$ cat src/rtl/lm_display_if.sv
// lm_display_if: valid/ready code request bundle from the three LED message sources
interface lm_display_if #(
  parameter int WIDTH_CODE = 8
);
  logic [2:0]              req_valid;
  logic [3*WIDTH_CODE-1:0] req_code;
  logic [2:0]              req_ready;
  modport master (output req_valid, req_code, input req_ready);
  modport slave (input req_valid, req_code, output req_ready);
endinterface

$ cat src/rtl/lm_display_scheduler.sv
// lm_display_scheduler: round-robin time-sharing of the LEDs between UART data, UART err and CM err codes
// Optional sticky error flags on leds[WIDTH_CODE+4:WIDTH_CODE+3] are enabled by LM_STICKY_ERROR_EN.
module lm_display_scheduler #(
  parameter int WIDTH_CODE  = 8,
  parameter int WIDTH_LEDS  = 16,
  parameter int HOLD_CYCLES = 50_000_000,
  parameter int GAP_CYCLES  = 5_000_000
) (
  input  logic                  clk,
  input  logic                  rst,
  lm_display_if.slave           req,
  input  logic                  clear_sticky,
  output logic [WIDTH_LEDS-1:0] leds,
  output logic                  busy,
  output logic [1:0]            active_src
);
  localparam int MAX_CYCLES = HOLD_CYCLES > GAP_CYCLES ? HOLD_CYCLES : GAP_CYCLES;
  localparam int CW = $clog2(MAX_CYCLES + 1);
  localparam logic [CW-1:0] HOLD_LAST = CW'(HOLD_CYCLES - 1);
  localparam logic [CW-1:0] GAP_LAST = CW'(GAP_CYCLES > 0 ? GAP_CYCLES - 1 : 0);
  typedef enum logic [1:0] {IDLE, HOLD, GAP} state_t;
  state_t state, state_n;
  logic [CW-1:0] cnt, cnt_n;
  logic [1:0] last_grant, grant, p0, p1, p2, src_q, src_n;
  logic [3:0] valid_ext;
  logic [WIDTH_CODE-1:0] code_q, code_n, grant_code;
  logic accept;
  logic [1:0] sticky_n;
  logic [WIDTH_LEDS-1:0] leds_n;
  // Priority scan starts one past the last served source
  always_comb begin
    valid_ext = {1'b0, req.req_valid};
    p0 = last_grant == 2'd2 ? 2'd0 : last_grant + 2'd1;
    p1 = p0 == 2'd2 ? 2'd0 : p0 + 2'd1;
    p2 = p1 == 2'd2 ? 2'd0 : p1 + 2'd1;
    grant = valid_ext[p0] ? p0 : valid_ext[p1] ? p1 : p2;
    grant_code = grant == 2'd0 ? req.req_code[WIDTH_CODE-1:0]
               : grant == 2'd1 ? req.req_code[2*WIDTH_CODE-1:WIDTH_CODE]
               : req.req_code[3*WIDTH_CODE-1:2*WIDTH_CODE];
    accept = state == IDLE && |req.req_valid;
  end
  always_ff @(posedge clk or posedge rst)
    if (rst) begin
      state      <= IDLE;
      cnt        <= '0;
      last_grant <= 2'd2;
      code_q     <= '0;
      src_q      <= '0;
      leds       <= '0;
    end else begin
      state  <= state_n;
      cnt    <= cnt_n;
      code_q <= code_n;
      src_q  <= src_n;
      leds   <= leds_n;
      if (accept) last_grant <= grant;
    end
  always_comb begin
    state_n = state == IDLE ? (accept ? HOLD : IDLE)
            : state == HOLD ? (cnt == HOLD_LAST ? (GAP_CYCLES > 0 ? GAP : IDLE) : HOLD)
            : (cnt == GAP_LAST ? IDLE : GAP);
    cnt_n  = (state_n != state || state == IDLE) ? '0 : cnt + CW'(1);
    code_n = accept ? grant_code : code_q;
    src_n  = accept ? grant : src_q;
  end
  // LEDs are registered, so they are built from the next-cycle view
  always_comb begin
    req.req_ready = {accept && grant == 2'd2, accept && grant == 2'd1, accept && grant == 2'd0};
    busy = state != IDLE;
    active_src = state == HOLD ? src_q : 2'd3;
    leds_n = '0;
    leds_n[WIDTH_LEDS-1] = state_n != IDLE;
    if (state_n == HOLD) begin
      leds_n[WIDTH_CODE-1:0] = code_n;
      leds_n[WIDTH_CODE+2:WIDTH_CODE] = {src_n == 2'd2, src_n == 2'd1, src_n == 2'd0};
    end
    leds_n[WIDTH_CODE+4:WIDTH_CODE+3] = sticky_n;
  end
`ifdef LM_STICKY_ERROR_EN
  logic [1:0] sticky;
  always_ff @(posedge clk or posedge rst)
    if (rst) sticky <= 2'b00;
    else sticky <= sticky_n;
  assign sticky_n = (clear_sticky ? 2'b00 : sticky) | {accept && grant == 2'd2, accept && grant == 2'd1};
`else
  logic unused_clear;
  assign unused_clear = clear_sticky;
  assign sticky_n = 2'b00;
`endif
endmodule

$ cat src/flat_wrapper.sv
// flat-port wrapper written by rule: the top's interface ports become plain ports
module lm_display_scheduler_flat 
#(
  parameter int WIDTH_CODE  = 8,
  parameter int WIDTH_LEDS  = 16,
  parameter int HOLD_CYCLES = 50_000_000,
  parameter int GAP_CYCLES  = 5_000_000
)
  (clk, rst, clear_sticky, leds, busy, active_src, req_req_valid, req_req_code, req_req_ready);
  lm_display_if #(.WIDTH_CODE(WIDTH_CODE)) req_i ();
  input  logic clk;
  input  logic rst;
  input  logic clear_sticky;
  output logic [WIDTH_LEDS-1:0] leds;
  output logic busy;
  output logic [1:0] active_src;
  input wire logic [$bits(req_i.req_valid)-1:0] req_req_valid;
  input wire logic [$bits(req_i.req_code)-1:0] req_req_code;
  output wire logic [$bits(req_i.req_ready)-1:0] req_req_ready;
  assign req_i.req_valid = req_req_valid;
  assign req_i.req_code = req_req_code;
  assign req_req_ready = req_i.req_ready;
  lm_display_scheduler #(.WIDTH_CODE(WIDTH_CODE), .WIDTH_LEDS(WIDTH_LEDS), .HOLD_CYCLES(HOLD_CYCLES), .GAP_CYCLES(GAP_CYCLES)) u_core (.clk(clk), .rst(rst), .req(req_i), .clear_sticky(clear_sticky), .leds(leds), .busy(busy), .active_src(active_src));
endmodule
$ cat config.mk
export PLATFORM = sky130hd
export DESIGN_NAME = lm_display_scheduler_flat
export DESIGN_NICKNAME = d
export VERILOG_FILES = /design/src/rtl/lm_display_if.sv /design/src/rtl/lm_display_scheduler.sv /design/src/flat_wrapper.sv
export SDC_FILE = /design/constraint.sdc
export NUM_CORES = 1
export LEC_CHECK = 0
export CAP_MARGIN = 20
export CORE_UTILIZATION = 40
export CTS_CLUSTER_DIAMETER = 100
export DETAILED_ROUTE_END_ITERATION = 8
export PLACE_DENSITY = 0.68
export SETUP_SLACK_MARGIN = 0.05
export SYNTH_ARGS = -nofsm -noshare
export SYNTH_HDL_FRONTEND = slang
export SYNTH_SLANG_ARGS = --single-unit
$ cat constraint.sdc
create_clock -name clk -period 5.2 [get_ports clk]
set_clock_uncertainty 0.2 [all_clocks]
set_input_delay 1.04 -clock clk [delete_from_list [all_inputs] [get_ports clk]]
set_output_delay 1.04 -clock clk [all_outputs]
set_load 0.01 [all_outputs]
==> flow_metrics.py, run 1 <==
metrics = {
    "run_status": {
        "outcome": "finished clean",
    },
    "power_and_ir_drop": {
        "power_density_mw_per_mm2": 269.9,
        "power.switching_fraction_pct": 26.43,
        "power.leakage_nw": 1.378,
        "switchingPower_w": 0.0002296,
        "clockPowerShare_pct": 27.2,
        "combPwrFrac_pct": 16.6,
        "cell_internal_pwr_w": 0.0006390,
        "power_w": 0.0008686,
        "max-vdd-ir-drop_uv": 132.3,
        "power.sequential.fraction_pct": 56.2,
    },
    "synth": {
        "ys.flop_type": "sky130_fd_sc_hd__dfrtp_1",
        "synth_edf_count": 0,
        "async_flop_share_pct": 100.0,
        "synth-seq-area-share_pct": 49.60,
        "ys_top_cells_by_area": "sky130_fd_sc_hd__dfrtp_1 (49%), sky130_fd_sc_hd__nor2_1 (5.1%), sky130_fd_sc_hd__nand3_1 (4.8%)",
        "netlist_top_cells_count": "sky130_fd_sc_hd__dfrtp_1 (51), sky130_fd_sc_hd__nor2_1 (36), sky130_fd_sc_hd__nand3_1 (25)",
        "synthDominantCellAreaShare_pct": 48.59,
        "ys_ff_latch": 52,
        "post-synth-top-area-cell": "sky130_fd_sc_hd__dfrtp_1",
        "synth-warning-count": 0,
        "synthesis.area_mm2": 0.002626,
        "synth.avg_cell_area_um2": 9.763,
        "synthCells": 269,
        "synth.distinct_cells": 43,
        "synthMostInstantiatedCell": "sky130_fd_sc_hd__dfrtp_1",
    },
    "routing": {
        "via_count": 2015,
        "drt-pass1-iter-count": 6,
        "drc": 0,
        "wl_met3_um": 358,
        "dr_wl_met2_mm": 2.388,
        "drt-total-wl_mm": 5.148,
        "drt.antenna.violating_nets": 0,
        "violation_count_after_the_first_detailed_route_iteration": 64,
        "detail_route.wirelength.met1_mm": 2.331,
        "top_signal_layer_used": "met4",
        "drt-vias-per-instance": 5.153,
        "post_drt_wl_per_cell_um": 13.17,
    },
    "clock_tree": {
        "clkSinkCount": 52,
        "cts_hold_buffers": 0,
        "ctsLongestPathBuffers": 2,
        "cts_post_setup_buffers_inserted": 0,
        "worstSkewPairLatency_ns": 0.30,
        "post_cts_resize_count": 0,
        "worst_setup_hold_path_clk_slew_ns": 0.09,
        "clock_root_buffer": "sky130_fd_sc_hd__clkbuf_8",
        "cts-buffers-inserted": 5,
        "h_tree_depth": 2,
        "tritoncts": "built",
    },
    "finish": {
        "diodes": 0,
        "num-nets-final": 344,
        "final-instance-count-excl-fill": 391,
        "drive_gt1_share_pct": 7.325,
        "areaGrowthSynthToFinish_pct": 22.53,
    },
    "floorplanning": {
        "row_count": 29,
        "dieArea_mm2": 0.006894,
        "start_util_pct": 41.36,
        "fp.dieW_um": 83.03,
        "design.portCount": 52,
        "core_area_mm2": 0.006350,
        "height_of_the_die_um": 83.03,
    },
    "sta": {
        "grt_setup_unrepaired": "false",
        "final_slew_viol_count": 0,
        "worst-slew-pin-transition_ns": 0.9012,
        "timing.final.crit_share_pct": 81.77,
        "timing.setup.tns_ns": 0,
        "hold_viol": 0,
        "slew-limit-headroom_pct": 39.37,
        "report.final.setup_viol": 0,
        "timing.final.crit_period_ns": 4.252,
        "fmaxAchievable_ghz": 0.2352,
    },
    "setup_path": {
        "cp_max_fo": 13,
        "delay_of_the_slowest_cell_on_the_worst_path_ns": 0.48,
        "slowest_stage": "sky130_fd_sc_hd__clkdlybuf4s50_1",
        "reg2reg_setup_slack_ns": 2.19,
        "cp-end-kind": "output port",
        "cp-start-kind": "primary input",
        "cp_data_arrival_time_ns": 3.01,
        "crit_path_cell_trace": "clkdlybuf4s50_1, or3_1, and2_1, and2_1, clkdlybuf4s50_1",
        "timing.critical_path.required_ns": 3.96,
        "path_type_of_the_worst_setup_path": "in -> out",
    },
    "placement": {
        "port-buffer-count": 46,
        "place_hpwl_mm": 3.800,
        "place.detailed.instances": 382,
        "gp_congestion": 0.7939,
    },
    "run": {
        "cap_viol_max_count": 0,
    },
    "global_route": {
        "number_of_global_route_vias_before_repair": 2015,
        "pin_count_of_the_biggest_net_entering_global_routing": 53,
        "number_of_antenna_violations_at_the_first_check_in_global_routing": 0,
        "global_route.overflow_total": 0,
        "wire_length_of_the_first_global_routing_pass_mm": 9.087,
        "grt.total_usage_pct": 16.31,
    },
    "hold_path": {
        "worstHoldPathType": "reg -> reg",
    },
}
per-layer routing:
metal	vias to the layer above	global-route usage, %
met3	7	5.169
met1	958	20.75
met4	0	5.172
met5	-	0
met2	50	26.45
li1	1000	-
state kept, by name (all words and copies together) (netlist names):
register / count
u_core.cnt: 26
u_core.code_q: 8
u_core.last_grant: 2
u_core.leds: 12
u_core.src_q: 2
u_core.state: 2
critical path: cells and delay by family:
kind	cells	cell delay, ns
AND/OR/NAND/NOR	3	1.00
buffers and inverters	2	0.96
area by class of cell:
cell class / count / area, um2
well taps: 77 / 96.34
repair buffers: 47 / 480.5
clock buffers: 7 / 86.33
clock inverters: 1 / 7.507
flip-flops and latches: 52 / 1303
fillers: 628 / 3132
multi-input cells: 197 / 1207
inverters: 10 / 37.54
power groups by stage:
stage	combinational [W]	clock (W)	sequential, W
floorplan	0.0000869	0	0.000489
global placement	0.000141	0	0.000495
detailed placement	0.000144	0	0.000496
CTS	0.000145	0.000246	0.000489
global route	0.000163	0.000261	0.000497
finish	0.000144	0.000236	0.000488
per-stage QoR:
stage / utilization [%] / instance area (um2) / hold WS, ns / worst slack [ns]
floorplan: - / 2638 / 0.2566 / 1.946
global placement: 48.89 / 3104 / 0.2688 / 0.9467
detailed placement: 48.89 / 3104 / 0.2754 / 0.9498
CTS: 50.36 / 3198 / 0.2975 / 0.9349
global route: 50.68 / 3218 / 0.3373 / 0.8222
finish: 50.68 / 3218 / 0.2929 / 0.9477
layout by cell type (no fill, tap or decap), types with 8 or more instances in the layout:
master                            instances
sky130_fd_sc_hd__dfrtp_1                 51
sky130_fd_sc_hd__clkdlybuf4s50_1         46
sky130_fd_sc_hd__inv_1                    8
sky130_fd_sc_hd__nor2_1                  36
sky130_fd_sc_hd__nand2_1                 20
sky130_fd_sc_hd__mux2i_1                  9
sky130_fd_sc_hd__xnor2_1                 12
sky130_fd_sc_hd__nand4_1                 10
sky130_fd_sc_hd__xor2_1                  12
sky130_fd_sc_hd__or2_2                    9
sky130_fd_sc_hd__nand3_1                 25
cell families after synthesis:
logic type	count (synthesis)	synth area share, %
other	1	0.1428
adders and majority gates	1	0.4763
DFF	52	49.60
xor gates and xnor gates	24	8.004
buffers and inverters	23	4.859
AOI/OAI and AO/OA	24	7.099
muxes	9	3.430
and+or+nand+nor	135	26.39
path summary, 6_finish.rpt:
kind / startpoint / cells after the start / endpoint
max in group asynchronous: rst / 3 / u_core.last_grant[1]
min: u_core.code_q[0] / 2 / u_core.code_q[0]
max reg2reg: u_core.cnt[10] / 5 / u_core.cnt[10]
max: req_req_valid[0] / 5 / req_req_ready[1]
min reg2reg: u_core.code_q[0] / 2 / u_core.code_q[0]
min in group asynchronous: rst / 2 / u_core.leds[1]
Note: power is estimated with default switching activity, not from simulation.
==> inputs of run 2 (changes only) <==
--- a/config.mk
+++ b/config.mk
@@ -9,7 +9,7 @@
 export CORE_UTILIZATION = 40
 export CTS_CLUSTER_DIAMETER = 100
 export DETAILED_ROUTE_END_ITERATION = 8
-export PLACE_DENSITY = 0.68
+export PLACE_DENSITY = 0.71
 export SETUP_SLACK_MARGIN = 0.05
 export SYNTH_ARGS = -nofsm -noshare
 export SYNTH_HDL_FRONTEND = slang
==> constraint.sdc (replaced) <==
create_clock -name clk -period 3.4 [get_ports clk]
set_clock_uncertainty 0.2 [all_clocks]
set_input_delay 0.68 -clock clk [delete_from_list [all_inputs] [get_ports clk]]
set_output_delay 0.68 -clock clk [all_outputs]
set_load 0.01 [all_outputs]
==> run 2 against run 1 <==
  * Sequential share of layout area shrank 0.82 points
  * Sequential power grew 53%
  * Register-to-register slack lost 1.5 ns
  * Die area is the same
  * Count of clock-buffer cells in the layout shrank 2
  * Clock power grew 63%
  * Sequential cell count is the same
  * Wire length grew 3.8%
  * Setup slack lost 0.76 ns
  * First-iteration DRC count grew 48%
  * Core utilization grew 1.0 points
  * Via count grew 3.8%
  * Critical path type unchanged
  * Largest cell class unchanged
==> flow_metrics.py, run 2 (same netlist as run 1, synthesis figures left out) <==
metrics = {
    "run_status": {
        "outcome": "finished clean",
    },
    "power_and_ir_drop": {
        "power.leakage_nw": 1.434,
        "power_density_mw_per_mm2": 414.4,
        "max-vdd-ir-drop_uv": 218.1,
    },
    "finish": {
        "largest_register_ff_count": 26,
        "num-nets-final": 353,
        "max_flop_register": "u_core.cnt",
        "diodes": 0,
        "layout.core_utilization_pct": 51.72,
        "n_fill_cell": 576,
        "layout.area.seq_mm2": 0.001303,
        "multi_input_gate_area_mm2": 0.001212,
        "drive_gt1_share_pct": 10.53,
        "final_cell_mix": "sky130_fd_sc_hd__dfrtp_1 (51), sky130_fd_sc_hd__clkdlybuf4s50_1 (45), sky130_fd_sc_hd__nor2_1 (36)",
        "mostFrequentLayoutCell": "sky130_fd_sc_hd__dfrtp_1",
        "top_regs": "u_core.cnt: 26 flops, u_core.leds: 12 flops, u_core.code_q: 8 flops",
        "areaGrowthSynthToFinish_pct": 25.06,
    },
    "floorplanning": {
        "row_count": 29,
        "design.portCount": 52,
        "dieArea_mm2": 0.006894,
        "fp.dieW_um": 83.03,
        "height_of_the_die_um": 83.03,
        "start_util_pct": 41.36,
        "core_area_mm2": 0.006350,
    },
    "setup_path": {
        "worstSetupPathDepth": 5,
        "regToRegStartpoint": "u_core.cnt[10]",
        "cp_max_fo": 6,
        "slowest_stage": "sky130_fd_sc_hd__clkdlybuf4s50_1",
        "critical_path.startpoint": "req_req_valid[2]",
        "crit_path_cell_trace": "clkdlybuf4s50_1, or3_4, and2_1, and2_1, clkdlybuf4s50_1",
        "r2r_worst_path_depth": 5,
        "path_type_of_the_worst_setup_path": "in -> out",
        "cp-start-kind": "primary input",
        "reg2reg_setup_slack_ns": 0.69,
        "timing.critical_path.required_ns": 2.52,
        "cp.buffers_inverters": 2,
        "r2r-end": "u_core.leds[9]",
        "cp_top_family": "buffers and inverters",
        "cp_data_arrival_time_ns": 2.33,
        "delay_of_the_slowest_cell_on_the_worst_path_ns": 0.49,
        "critical_path.endpoint": "req_req_ready[1]",
        "cp-end-kind": "output port",
    },
    "placement": {
        "pre_cts_ws_ns": 0.08826,
        "place_hpwl_mm": 4.006,
        "gp_congestion": 0.8449,
        "port-buffer-count": 46,
    },
    "clock_tree": {
        "ctsLongestPathBuffers": 2,
        "worst_setup_hold_path_clk_slew_ns": 0.11,
        "clock_root_buffer": "sky130_fd_sc_hd__clkbuf_8",
        "tritoncts": "built",
        "cts_post_setup_buffers_inserted": 0,
        "cts-buffers-inserted": 5,
        "clkSinkCount": 52,
        "worstSkewPairLatency_ns": 0.32,
        "h_tree_depth": 2,
    },
    "routing": {
        "violation_count_after_the_first_detailed_route_iteration": 95,
        "post_drt_wl_per_cell_um": 13.36,
        "drt.antenna.violating_nets": 0,
        "drt-vias-per-instance": 5.228,
        "drt-pass1-iter-count": 4,
        "drc": 0,
        "via_count": 2091,
        "drt-total-wl_mm": 5.343,
    },
    "global_route": {
        "global_route.overflow_total": 0,
        "wire_length_of_the_first_global_routing_pass_mm": 9.446,
        "pin_count_of_the_biggest_net_entering_global_routing": 27,
        "number_of_global_route_vias_before_repair": 2016,
        "number_of_antenna_violations_at_the_first_check_in_global_routing": 0,
        "grt.total_usage_pct": 17.00,
    },
    "sta": {
        "final_slew_viol_count": 0,
        "timing.final.crit_period_ns": 3.209,
        "fmaxAchievable_ghz": 0.3117,
        "grt_setup_unrepaired": "false",
        "post-route-worst-setup-slack_ns": 0.1914,
        "hold_viol": 0,
        "worst_hold_slack_ns": 0.2997,
        "slew-limit-headroom_pct": 55.10,
        "timing.setup.tns_ns": 0,
        "timing.final.crit_share_pct": 94.37,
        "report.final.setup_viol": 0,
        "worst-slew-pin-transition_ns": 0.6712,
    },
    "hold_path": {
        "worstHoldPathType": "reg -> reg",
    },
    "run": {
        "cap_viol_max_count": 0,
    },
}
==> run 2: area by class of cell <==
class / instances / area share [%]
clock inverters: 3 / 0.8762
flip-flops and latches: 52 / 39.66
inverters: 10 / 1.143
multi-input cells: 197 / 36.91
well taps: 77 / 2.933
repair buffers: 56 / 16.38
clock buffers: 5 / 2.095
==> run 2: power breakdown <==
group	internal, W	leakage (nW)	switching [W]
Combinational	0.000126	0.721	0.000101
Sequential	0.000689	0.662	0.0000597
Clock	0.000156	0.0511	0.000230
Total	0.000971	1.43	0.000390
==> run 2: metrics by stage <==
| step | instances | cell area [um2] | total power, W |
|---|---|---|---|
| floorplan | 272 | 2638 | 0.0008809 |
| global placement | 392 | 3179 | 0.0009808 |
| detailed placement | 392 | 3179 | 0.0009881 |
| CTS | 400 | 3277 | 0.001375 |
| global route | 400 | 3284 | 0.001439 |
| finish | 400 | 3284 | 0.001361 |
==> run 2: worst min-delay path by stage <==
stage,startpoint,end,slack [ns],cells past startpoint
after floorplan,u_core.code_q[0],u_core.code_q[0],0.26,2
after global placement,u_core.code_q[1],u_core.code_q[1],0.27,2
after detailed placement,u_core.code_q[1],u_core.code_q[1],0.28,2
after CTS,u_core.code_q[1],u_core.code_q[1],0.31,2
after global routing,u_core.cnt[0],u_core.cnt[0],0.33,1
final,u_core.code_q[1],u_core.code_q[1],0.30,2
==> run 2: timing repair <==
| item | in CTS | in global routing |
|---|---|---|
| hold buffers | 0 | 0 |
| gates resized for setup | 0 | 2 |
| endpoints found under the hold margin | 0 | 0 |
| setup endpoints to repair | 0 | 1 |
==> run 2: tightest hold or removal path: stages, from the launching register on <==
cell                      delay (ns)
sky130_fd_sc_hd__dfrtp_1        0.34
sky130_fd_sc_hd__nand2_1        0.06
sky130_fd_sc_hd__nand3_1        0.08
==> run 2: per-layer routing <==
metal	routed length [um]	vias to the layer above	GRT usage [%]
met2	2564	66	27.42
met1	2308	997	22.01
met3	418	6	5.765
met4	51	0	4.232
li1	-	1022	-
met5	0	-	0
==> inputs of run 3 (changes only) <==
--- a/config.mk
+++ b/config.mk
@@ -6,11 +6,11 @@
 export NUM_CORES = 1
 export LEC_CHECK = 0
 export CAP_MARGIN = 20
+export CORE_ASPECT_RATIO = 1.25
 export CORE_UTILIZATION = 40
 export CTS_CLUSTER_DIAMETER = 100
 export DETAILED_ROUTE_END_ITERATION = 8
 export PLACE_DENSITY = 0.71
-export SETUP_SLACK_MARGIN = 0.05
 export SYNTH_ARGS = -nofsm -noshare
 export SYNTH_HDL_FRONTEND = slang
 export SYNTH_SLANG_ARGS = --single-unit
==> run 3 against run 2 <==
  * Clock power up 8.3%
  * Cell count up 1.3%
  * Count of clock-buffer cells in the layout unchanged
  * Hold slack worse by 0.0084 ns
  * Via count down 3.2%
  * Non-clock buffer count down 3
  * Combinational power down 2%
  * Critical path type unchanged
  * Largest power group unchanged
==> flow_metrics.py, run 3 (same netlist as run 1, synthesis figures left out) <==
metrics = {
    "power_and_ir_drop": {
        "max-vdd-ir-drop_uv": 192.5,
        "power_w": 0.001388,
        "power_density_mw_per_mm2": 423.3,
        "power.leakage_nw": 1.413,
    },
    "global_route": {
        "wire_length_of_the_first_global_routing_pass_mm": 8.963,
        "pin_count_of_the_biggest_net_entering_global_routing": 53,
        "number_of_global_route_vias_before_repair": 2014,
        "grt.total_usage_pct": 16.79,
        "global_route.overflow_total": 0,
        "number_of_antenna_violations_at_the_first_check_in_global_routing": 0,
    },
    "routing": {
        "drc": 0,
        "drt-total-wl_mm": 5.073,
        "violation_count_after_the_first_detailed_route_iteration": 100,
        "drt.antenna.violating_nets": 0,
        "post_drt_wl_per_cell_um": 12.53,
        "drt-vias-per-instance": 4.998,
        "via_count": 2024,
        "drt-pass1-iter-count": 4,
    },
    "setup_path": {
        "slowest_stage": "sky130_fd_sc_hd__clkdlybuf4s50_1",
        "cp-start-kind": "primary input",
        "delay_of_the_slowest_cell_on_the_worst_path_ns": 0.49,
        "path_type_of_the_worst_setup_path": "in -> out",
        "r2r_worst_path_depth": 5,
        "critical_path.startpoint": "req_req_valid[0]",
        "cp-end-kind": "output port",
        "cp_data_arrival_time_ns": 2.42,
        "r2r-end": "u_core.leds[8]",
        "cp_max_fo": 6,
        "timing.critical_path.required_ns": 2.52,
        "reg2reg_setup_slack_ns": 0.73,
        "crit_path_cell_trace": "clkdlybuf4s50_1, or3_1, and2_1, and2_1, clkdlybuf4s50_1",
        "critical_path.endpoint": "req_req_ready[1]",
        "regToRegStartpoint": "u_core.cnt[10]",
    },
    "placement": {
        "place.detailed.instances": 397,
        "place_hpwl_mm": 3.810,
        "port-buffer-count": 46,
        "gp_congestion": 0.8403,
        "place_area_mm2": 0.003167,
    },
    "finish": {
        "final_cell_mix": "sky130_fd_sc_hd__dfrtp_1 (51), sky130_fd_sc_hd__clkdlybuf4s50_1 (46), sky130_fd_sc_hd__nor2_1 (36)",
        "multi_input_gate_area_mm2": 0.001207,
        "num-nets-final": 350,
        "top_regs": "u_core.cnt: 26 flops, u_core.leds: 12 flops, u_core.code_q: 8 flops",
        "max_flop_register": "u_core.cnt",
        "layout.area.seq_mm2": 0.001303,
        "final-instance-count-excl-fill": 405,
        "areaGrowthSynthToFinish_pct": 24.82,
        "drive_gt1_share_pct": 9.375,
        "diodes": 0,
        "post-route-cell-area_mm2": 0.003278,
        "mostFrequentLayoutCell": "sky130_fd_sc_hd__dfrtp_1",
        "n_fill_cell": 598,
        "largest_register_ff_count": 26,
    },
    "clock_tree": {
        "worstSkewPairLatency_ns": 0.30,
        "post_cts_resize_count": 0,
        "worst_setup_hold_path_clk_slew_ns": 0.09,
        "cts_post_setup_buffers_inserted": 0,
        "cts-buffers-inserted": 5,
        "cts_hold_buffers": 0,
        "h_tree_depth": 2,
        "tritoncts": "built",
        "ctsLongestPathBuffers": 2,
        "clock_root_buffer": "sky130_fd_sc_hd__clkbuf_8",
        "clkSinkCount": 52,
    },
    "sta": {
        "final_slew_viol_count": 0,
        "hold_viol": 0,
        "slew-limit-headroom_pct": 56.35,
        "worst_hold_slack_ns": 0.2913,
        "grt_setup_unrepaired": "false",
        "worst-slew-pin-transition_ns": 0.6525,
        "timing.final.crit_period_ns": 3.302,
        "report.final.setup_viol": 0,
        "timing.setup.tns_ns": 0,
        "timing.final.crit_share_pct": 97.12,
        "fmaxAchievable_ghz": 0.3029,
    },
    "floorplanning": {
        "design.portCount": 52,
        "start_util_pct": 42.05,
        "dieArea_mm2": 0.006896,
        "row_count": 32,
        "fp.dieW_um": 74.48,
        "core_area_mm2": 0.006246,
        "height_of_the_die_um": 92.60,
    },
    "hold_path": {
        "worstHoldPathType": "reg -> reg",
    },
    "run_status": {
        "outcome": "finished clean",
    },
    "run": {
        "cap_viol_max_count": 0,
    },
}
## run 3: cell types whose count changed in the layout (fill, tap and decap cells not counted), sizes merged
cell	delta
clkinvlp	+1
clkdlybuf4s50	+1
clkinv	+1
dlymetal6s2s	-1
inv	-3
buf	-3
bufinv	+1
## run 3: worst min path at each step
stage | startpoint | endpoint | slack [ns] | depth (start not counted)
6_report | u_core.code_q[0] | u_core.code_q[0] | 0.29 | 2
5_1_grt | u_core.code_q[3] | u_core.code_q[3] | 0.34 | 2
4_1_cts | u_core.code_q[0] | u_core.code_q[0] | 0.30 | 2
3_5_place_dp | u_core.code_q[0] | u_core.code_q[0] | 0.28 | 2
3_3_place_gp | u_core.code_q[2] | u_core.code_q[2] | 0.27 | 2
2_1_floorplan | u_core.code_q[0] | u_core.code_q[0] | 0.26 | 2
## run 3: worst max-delay path: cells and delay by family
family / cells / cell delay, ns
and+or+nand+nor: 3 / 0.77
buffers and inverters: 2 / 0.97
## run 3: final cells by class
type                    instances  share of cell area [%]
multi-input cells             197                   36.83
repair buffers                 53                   15.65
flip-flops and latches         52                   39.73
clock buffers                   5                   2.099
clock inverters                 3                   1.298
inverters                      10                   1.145
well taps                      85                   3.244
## run 3: metal layers
metal  track usage, %  vias to the layer above  share of wire (%)
li1                 -                     1017                  -
met1            20.14                      948                 41
met2            28.45                       49                 52
met3            5.114                       10                5.5
met4            4.874                        0                1.7
met5                0                        -                  0
## run 3: per-stage QoR
| step | utilization [%] | setup slack (ns) |
|---|---|---|
| after detailed placement | 50.70 | 0.1142 |
| final | 52.48 | 0.09806 |
| after global placement | 50.70 | 0.1151 |
| after global routing | 52.48 | 0.01527 |
| after CTS | 52.48 | 0.1020 |
| after floorplan | - | 0.8279 |
## run 3: power by group
part	switching, W	internal (W)	total (W)	leakage [nW]
logic	0.0000990	0.000123	0.000222	0.696
registers	0.0000592	0.000689	0.000748	0.662
clock network	0.000199	0.000218	0.000417	0.0541
==> edit 1: new RTL, config.mk and constraints of run 3 <==
The output `leds` loses its register stage (`leds` becomes a continuous assignment).
--- a/src/rtl/lm_display_scheduler.sv
+++ b/src/rtl/lm_display_scheduler.sv
@@ -46,15 +46,15 @@
       last_grant <= 2'd2;
       code_q     <= '0;
       src_q      <= '0;
-      leds       <= '0;
     end else begin
       state  <= state_n;
       cnt    <= cnt_n;
       code_q <= code_n;
       src_q  <= src_n;
-      leds   <= leds_n;
       if (accept) last_grant <= grant;
     end
+
+  assign leds = leds_n;
   always_comb begin
     state_n = state == IDLE ? (accept ? HOLD : IDLE)
             : state == HOLD ? (cnt == HOLD_LAST ? (GAP_CYCLES > 0 ? GAP : IDLE) : HOLD)
Behaviour: not the same (a bounded check fails within 4 cycles, from zero or initial values and one cycle with rst high).
==> edit 1 against run 3 <==
The flow now finishes with violations (DRC). Final area down 2.7%. Power down 12%. Die area fell by 9.2%. Setup slack improved by 0.020 ns. Wire length grew 12%. Synthesized area is 9.4% lower. Sequential cell count fell by 12. Clock power shrank 8.9%. Final cell count down 2.2%. Critical path depth rose by 1. Critical path type is now reg -> out.
==> edit 1: results (changes against run 3) <==
.. list-table::
   :header-rows: 1

   * - Metric
     - Value
   * - Number of distinct library cells after synthesis
     - 47 (+9.3%)
   * - Leading registers by flop count
     - u_core.cnt x26, u_core.code_q x8
   * - Pin count of the biggest net entering global routing
     - 41 (-23%)
   * - Number of cell instances on the worst register-to-register path
     - 7 (+2)
   * - Crit-path leading delay family
     - simple AND/OR/NAND/NOR gates
   * - Final HPWL DP
     - 4.06 mm (+6.7%)
   * - Worst Hold Path EP
     - u_core.code_q[3]
   * - Violation count after the first detailed-routing iteration
     - 130 (+30%)
   * - Total vias in the final route
     - 2130 (+5.2%)
   * - Number of optimization iterations in the first detailed-route pass
     - 6 (+2)
   * - Maximum ir drop on the vdd rail
     - 0.000230 V (+20%)
   * - Worst-case setup slack after placement
     - -0.455 ns (-0.569 ns)
   * - Total cell area at the placement stage
     - 3050 µm² (-3.8%)
   * - Crit path arrival time
     - 2.40 ns (-0.02 ns)
   * - Outcome
     - finished with violations
   * - Final weighted congestion in routability-driven placement
     - 0.790 (-6.0%)
   * - Total Wirelength
     - 5.67 mm (+12%)
   * - Most instantiated cells after synthesis
     - 39 x sky130_fd_sc_hd__dfrtp_1, 36 x sky130_fd_sc_hd__nor2_1, 32 x sky130_fd_sc_hd__nand3_1
   * - Global-route met3 utilization
     - 4.90% (-0.22 points)
   * - Startpoint of the most critical hold path
     - u_core.code_q[3]
   * - GR Util met2
     - 35.8% (+7.3 points)
   * - Largest fanout on the critical path
     - 7 (+1)
   * - Critical register-to-register path startpoint
     - u_core.cnt[0]
   * - Slew of the pin with the lowest slew margin
     - 0.749 ns (+0.0964 ns)
   * - Net count of the finished layout
     - 360 (+2.9%)
   * - Flop2flop setup slack
     - 1.11 ns (+0.38 ns)
   * - GR Util All Layers
     - 20.1% (+3.3 points)
   * - Fraction of layout cells with a size suffix above 1
     - 22.4% (+13 points)
   * - Largest incremental delay on the critical path
     - 0.56 ns (+0.07 ns)
   * - Reg-to-reg endpoint
     - u_core.cnt[13]
   * - Failing checks
     - DRC
   * - Global routing met1 resource utilization
     - 23.9% (+3.7 points)
   * - Number of design rule violations left after detail routing
     - 2 (+2)
## edit 1: cell types whose count changed after synthesis, sizes merged, moves of 4 or more
cell and delta:
nand3 +8, nor3 -4, or2 -8, inv -4, mux2 +7, mux2i -8, xor2 +6, xnor2 -6
dfrtp -12
## edit 1: repair_timing
action | CTS | global route
gates resized for setup | 54 | 5
setup buffers | 1 | 0
pin swaps | 7 | 0
endpoints found under the setup margin | 13 | 9
endpoints found under the hold margin | 0 | 0
## edit 1: tightest hold or removal path, delay by kind of cell, from the launching register on
family           cells  cell delay [ns]
flip-flops           1             0.33
AND/OR/NAND/NOR      2             0.12
## edit 1: where the power goes
part           leakage (nW)  total [mW]  switching (mW)  internal (mW)
logic                 0.884       0.259           0.120          0.139
registers             0.518       0.580          0.0488          0.531
clock network        0.0552       0.380           0.162          0.218
## edit 1: cells by family (layout without fill, tap and decap cells)
| family | Yosys count | after routing | synth area share [%] |
|---|---|---|---|
| AO/OA/AOI/OAI | 25 | 25 | 7.58 |
| XOR/XNOR | 24 | 24 | 8.84 |
| adder cells (fa/ha/maj) | 1 | 1 | 0.526 |
| buffers and inverters | 22 | 91 | 5.63 |
| flip-flops | 40 | 40 | 42.1 |
| multiplexers | 8 | 8 | 3.74 |
| other | 1 | 4 | 0.158 |
| AND/OR/NAND/NOR | 137 | 137 | 31.4 |
## edit 1: final cells by class
class | count | area [µm²] | area share (%)
inverters | 6 | 22.5 | 0.706
well taps | 66 | 82.6 | 2.59
flip-flops and latches | 40 | 1000 | 31.4
clock buffers | 6 | 72.6 | 2.28
repair buffers | 77 | 664 | 20.8
clock inverters | 2 | 35.0 | 1.10
multi-input cells | 199 | 1310 | 41.1
## edit 1: worst max-delay path by stage
| stage | from | to | slack, ns | cells after the start |
|---|---|---|---|---|
| after floorplan | req_req_valid[0] | leds[0] | 0.53 | 6 |
| after global placement | req_req_valid[0] | leds[0] | -0.46 | 7 |
| after detailed placement | req_req_valid[0] | leds[4] | -0.45 | 7 |
| after CTS | req_req_valid[1] | leds[4] | -0.02 | 7 |
| after global routing | u_core.cnt[0] | leds[4] | 0.01 | 8 |
| final | u_core.cnt[10] | leds[4] | 0.12 | 6 |
## edit 1: through the flow
stage          hold slack [ns]  cells
5_1_grt                  0.328    396
3_5_place_dp             0.266    387
2_1_floorplan            0.242    261
6_report                 0.284    396
4_1_cts                  0.285    396
3_3_place_gp             0.257    387
## edit 1: metal layers
metal / vias up / share of wire [%]
met5: - / 0
met4: 0 / 1.4
met3: 7 / 4.7
met2: 54 / 52
met1: 1025 / 42
li1: 1044 / -
==> edit 2: new RTL, settings of run 3 <==
Made on the original files. `WIDTH_CODE` is set to 8 in 3 places; all go to 7.
--- a/src/rtl/lm_display_if.sv
+++ b/src/rtl/lm_display_if.sv
@@ -1,6 +1,6 @@
 // lm_display_if: valid/ready code request bundle from the three LED message sources
 interface lm_display_if #(
-  parameter int WIDTH_CODE = 8
+  parameter int WIDTH_CODE = 7
 );
   logic [2:0]              req_valid;
   logic [3*WIDTH_CODE-1:0] req_code;
--- a/src/rtl/lm_display_scheduler.sv
+++ b/src/rtl/lm_display_scheduler.sv
@@ -1,7 +1,7 @@
 // lm_display_scheduler: round-robin time-sharing of the LEDs between UART data, UART err and CM err codes
 // Optional sticky error flags on leds[WIDTH_CODE+4:WIDTH_CODE+3] are enabled by LM_STICKY_ERROR_EN.
 module lm_display_scheduler #(
-  parameter int WIDTH_CODE  = 8,
+  parameter int WIDTH_CODE  = 7,
   parameter int WIDTH_LEDS  = 16,
   parameter int HOLD_CYCLES = 50_000_000,
   parameter int GAP_CYCLES  = 5_000_000
--- a/src/flat_wrapper.sv
+++ b/src/flat_wrapper.sv
@@ -1,7 +1,7 @@
 // flat-port wrapper written by rule: the top's interface ports become plain ports
 module lm_display_scheduler_flat 
 #(
-  parameter int WIDTH_CODE  = 8,
+  parameter int WIDTH_CODE  = 7,
   parameter int WIDTH_LEDS  = 16,
   parameter int HOLD_CYCLES = 50_000_000,
   parameter int GAP_CYCLES  = 5_000_000
Ports: changed (resized req_req_code); port bits go from 52 to 49. No check against the original RTL was run, so the function may have changed too.
==> edit 2 against run 3 <==
Wire length rose by 9.6%. Critical endpoint is now req_req_ready[0]. Setup slack gained 0.073 ns. Highest routed layer unchanged. Sequential cell count decreased by 2. Final cell count is 1.2% higher. Worst hold slack lost 0.0062 ns. Synthesized area rose by 1.3%. Final area hardly changed. Utilization fell by 0.29 points.
Power is not compared: it rests on default switching activity, and its combinational part moved more than twofold at a synthesized area within 25%.
==> edit 2: results (changes against run 3) <==
.. list-table::
   :header-rows: 1

   * - Metric
     - Value
   * - Total vias in the final route
     - 2166 (+7.0%)
   * - Number of global-route vias before repair
     - 2060 (+2.3%)
   * - Net count of the finished layout
     - 352 (+0.57%)
   * - Port Buf Inserts
     - 42 (-8.7%)
   * - Outcome
     - finished, final reports clean
   * - Final HPWL DP
     - 4.21 mm (+10%)
   * - Post_cts resized
     - 0 (unchanged)
   * - Number of buffers inserted by post-CTS setup repair
     - 0 (unchanged)
   * - Total Wirelength
     - 5.56 mm (+9.6%)
   * - WHS Path Cells
     - 1 (-1)
   * - Largest fanout on the critical path
     - 6 (unchanged)
   * - Synthesis warning total
     - 0 (unchanged)
   * - Total cell area at the placement stage
     - 3170 µm² (+0.12%)
   * - Crit path arrival time
     - 2.35 ns (-0.07 ns)
   * - Startpoint of the most critical hold path
     - u_core.code_q[5]
   * - Wire length of the first global-routing pass
     - 9.41 mm (+5.0%)
   * - Hold slack
     - 0.285 ns (-0.00625 ns)
   * - Ranking of synthesized cells by area
     - sky130_fd_sc_hd__dfrtp_1 46%, sky130_fd_sc_hd__xor2_1 5.6%, sky130_fd_sc_hd__a21o_1 5.1%
   * - Worst Hold Path EP
     - u_core.code_q[5]
   * - Sequential fraction of the synthesis area
     - 47.1% (-2.5 points)
   * - Fraction of layout cells with a size suffix above 1
     - 7.38% (-2.0 points)
   * - Flop2flop setup slack
     - 0.59 ns (-0.14 ns)
   * - Worst-case setup slack after placement
     - 0.184 ns (+0.0701 ns)
   * - Number of design rule violations left after detail routing
     - 0 (unchanged)
   * - Violation count after the first detailed-routing iteration
     - 72 (-28%)
   * - Reg-to-reg endpoint
     - u_core.cnt[5]
   * - Most instantiated cells after synthesis
     - 49 x sky130_fd_sc_hd__dfrtp_1, 34 x sky130_fd_sc_hd__nor2_1, 19 x sky130_fd_sc_hd__nand2_1
   * - Number of distinct library cells after synthesis
     - 45 (+4.7%)
   * - Slew of the pin with the lowest slew margin
     - 0.794 ns (+0.141 ns)
   * - GR Util All Layers
     - 17.5% (+0.67 points)
   * - Layout fillers
     - 576 (-3.7%)
   * - Pin count of the biggest net entering global routing
     - 27 (-49%)
   * - Leading registers by flop count
     - u_core.cnt x26, u_core.leds x11, u_core.code_q x7
==> edit 2: cell types whose count changed in the layout (fill, tap and decap cells not counted), sizes merged, moves of 4 or more <==
cell	delta
a21oi	+7
a21o	+15
xnor2	-5
a31oi	-7
a222oi	+6
a211oi	+6
nand3	-8
or2	-8
buf	+5
or3	+5
clkdlybuf4s50	-4
xor2	+5
mux2i	-9
==> edit 2: per-stage QoR <==
step,power [mW],cells,util (%)
6_report,1.99,410,52.2
5_1_grt,2.12,410,52.2
4_1_cts,2.01,410,52.2
3_5_place_dp,1.59,402,50.4
3_3_place_gp,1.57,402,50.4
2_1_floorplan,1.40,279,-
==> edit 2: worst max path at each step <==
stage	start	to	slack (ns)	cells after the start
after floorplan	req_req_valid[1]	req_req_ready[2]	0.62	4
after global placement	req_req_valid[2]	req_req_ready[0]	0.17	4
after detailed placement	req_req_valid[2]	req_req_ready[0]	0.18	4
after CTS	req_req_valid[2]	req_req_ready[0]	0.17	4
after global routing	req_req_valid[0]	req_req_ready[1]	0.06	5
final	req_req_valid[2]	req_req_ready[0]	0.17	4
==> edit 2: worst max-delay path, stage by stage <==
cell,delay [ns]
sky130_fd_sc_hd__clkdlybuf4s50_1,0.49
sky130_fd_sc_hd__or4_1,0.45
sky130_fd_sc_hd__a21oi_1,0.17
sky130_fd_sc_hd__clkdlybuf4s50_1,0.56
==> edit 2: power breakdown <==
part,switching (mW),internal (mW),total [mW]
Clock,0.198,0.220,0.418
Sequential,0.102,0.736,0.837
Combinational,0.378,0.356,0.734
==> edit 2: layout make-up <==
cell class,count,area [µm²],share of cell area [%]
well taps,85,106,3.24
multi-input cells,205,1270,38.7
clock inverters,2,37.5,1.14
flip-flops and latches,50,1250,38.2
inverters,8,30.0,0.915
repair buffers,54,510,15.6
clock buffers,6,72.6,2.21
==> edit 2: cells by family after synthesis <==
family,after synthesis,synth area share [%]
simple gates,119,22.8
fa+ha+maj,1,0.470
xor+xnor,24,7.90
flops,50,47.1
buf+inv,24,5.88
compound gates,56,15.8
other cells,1,0.141
==> edit 2: layer usage <==
layer  vias to the layer above  track usage [%]  routed length (µm)
met3                         6             3.45                 198
li1                       1067                -                   -
met4                         0             5.03                  65
met1                      1037             21.7                2460
met5                         -                0                   0
met2                        56             30.1                2830
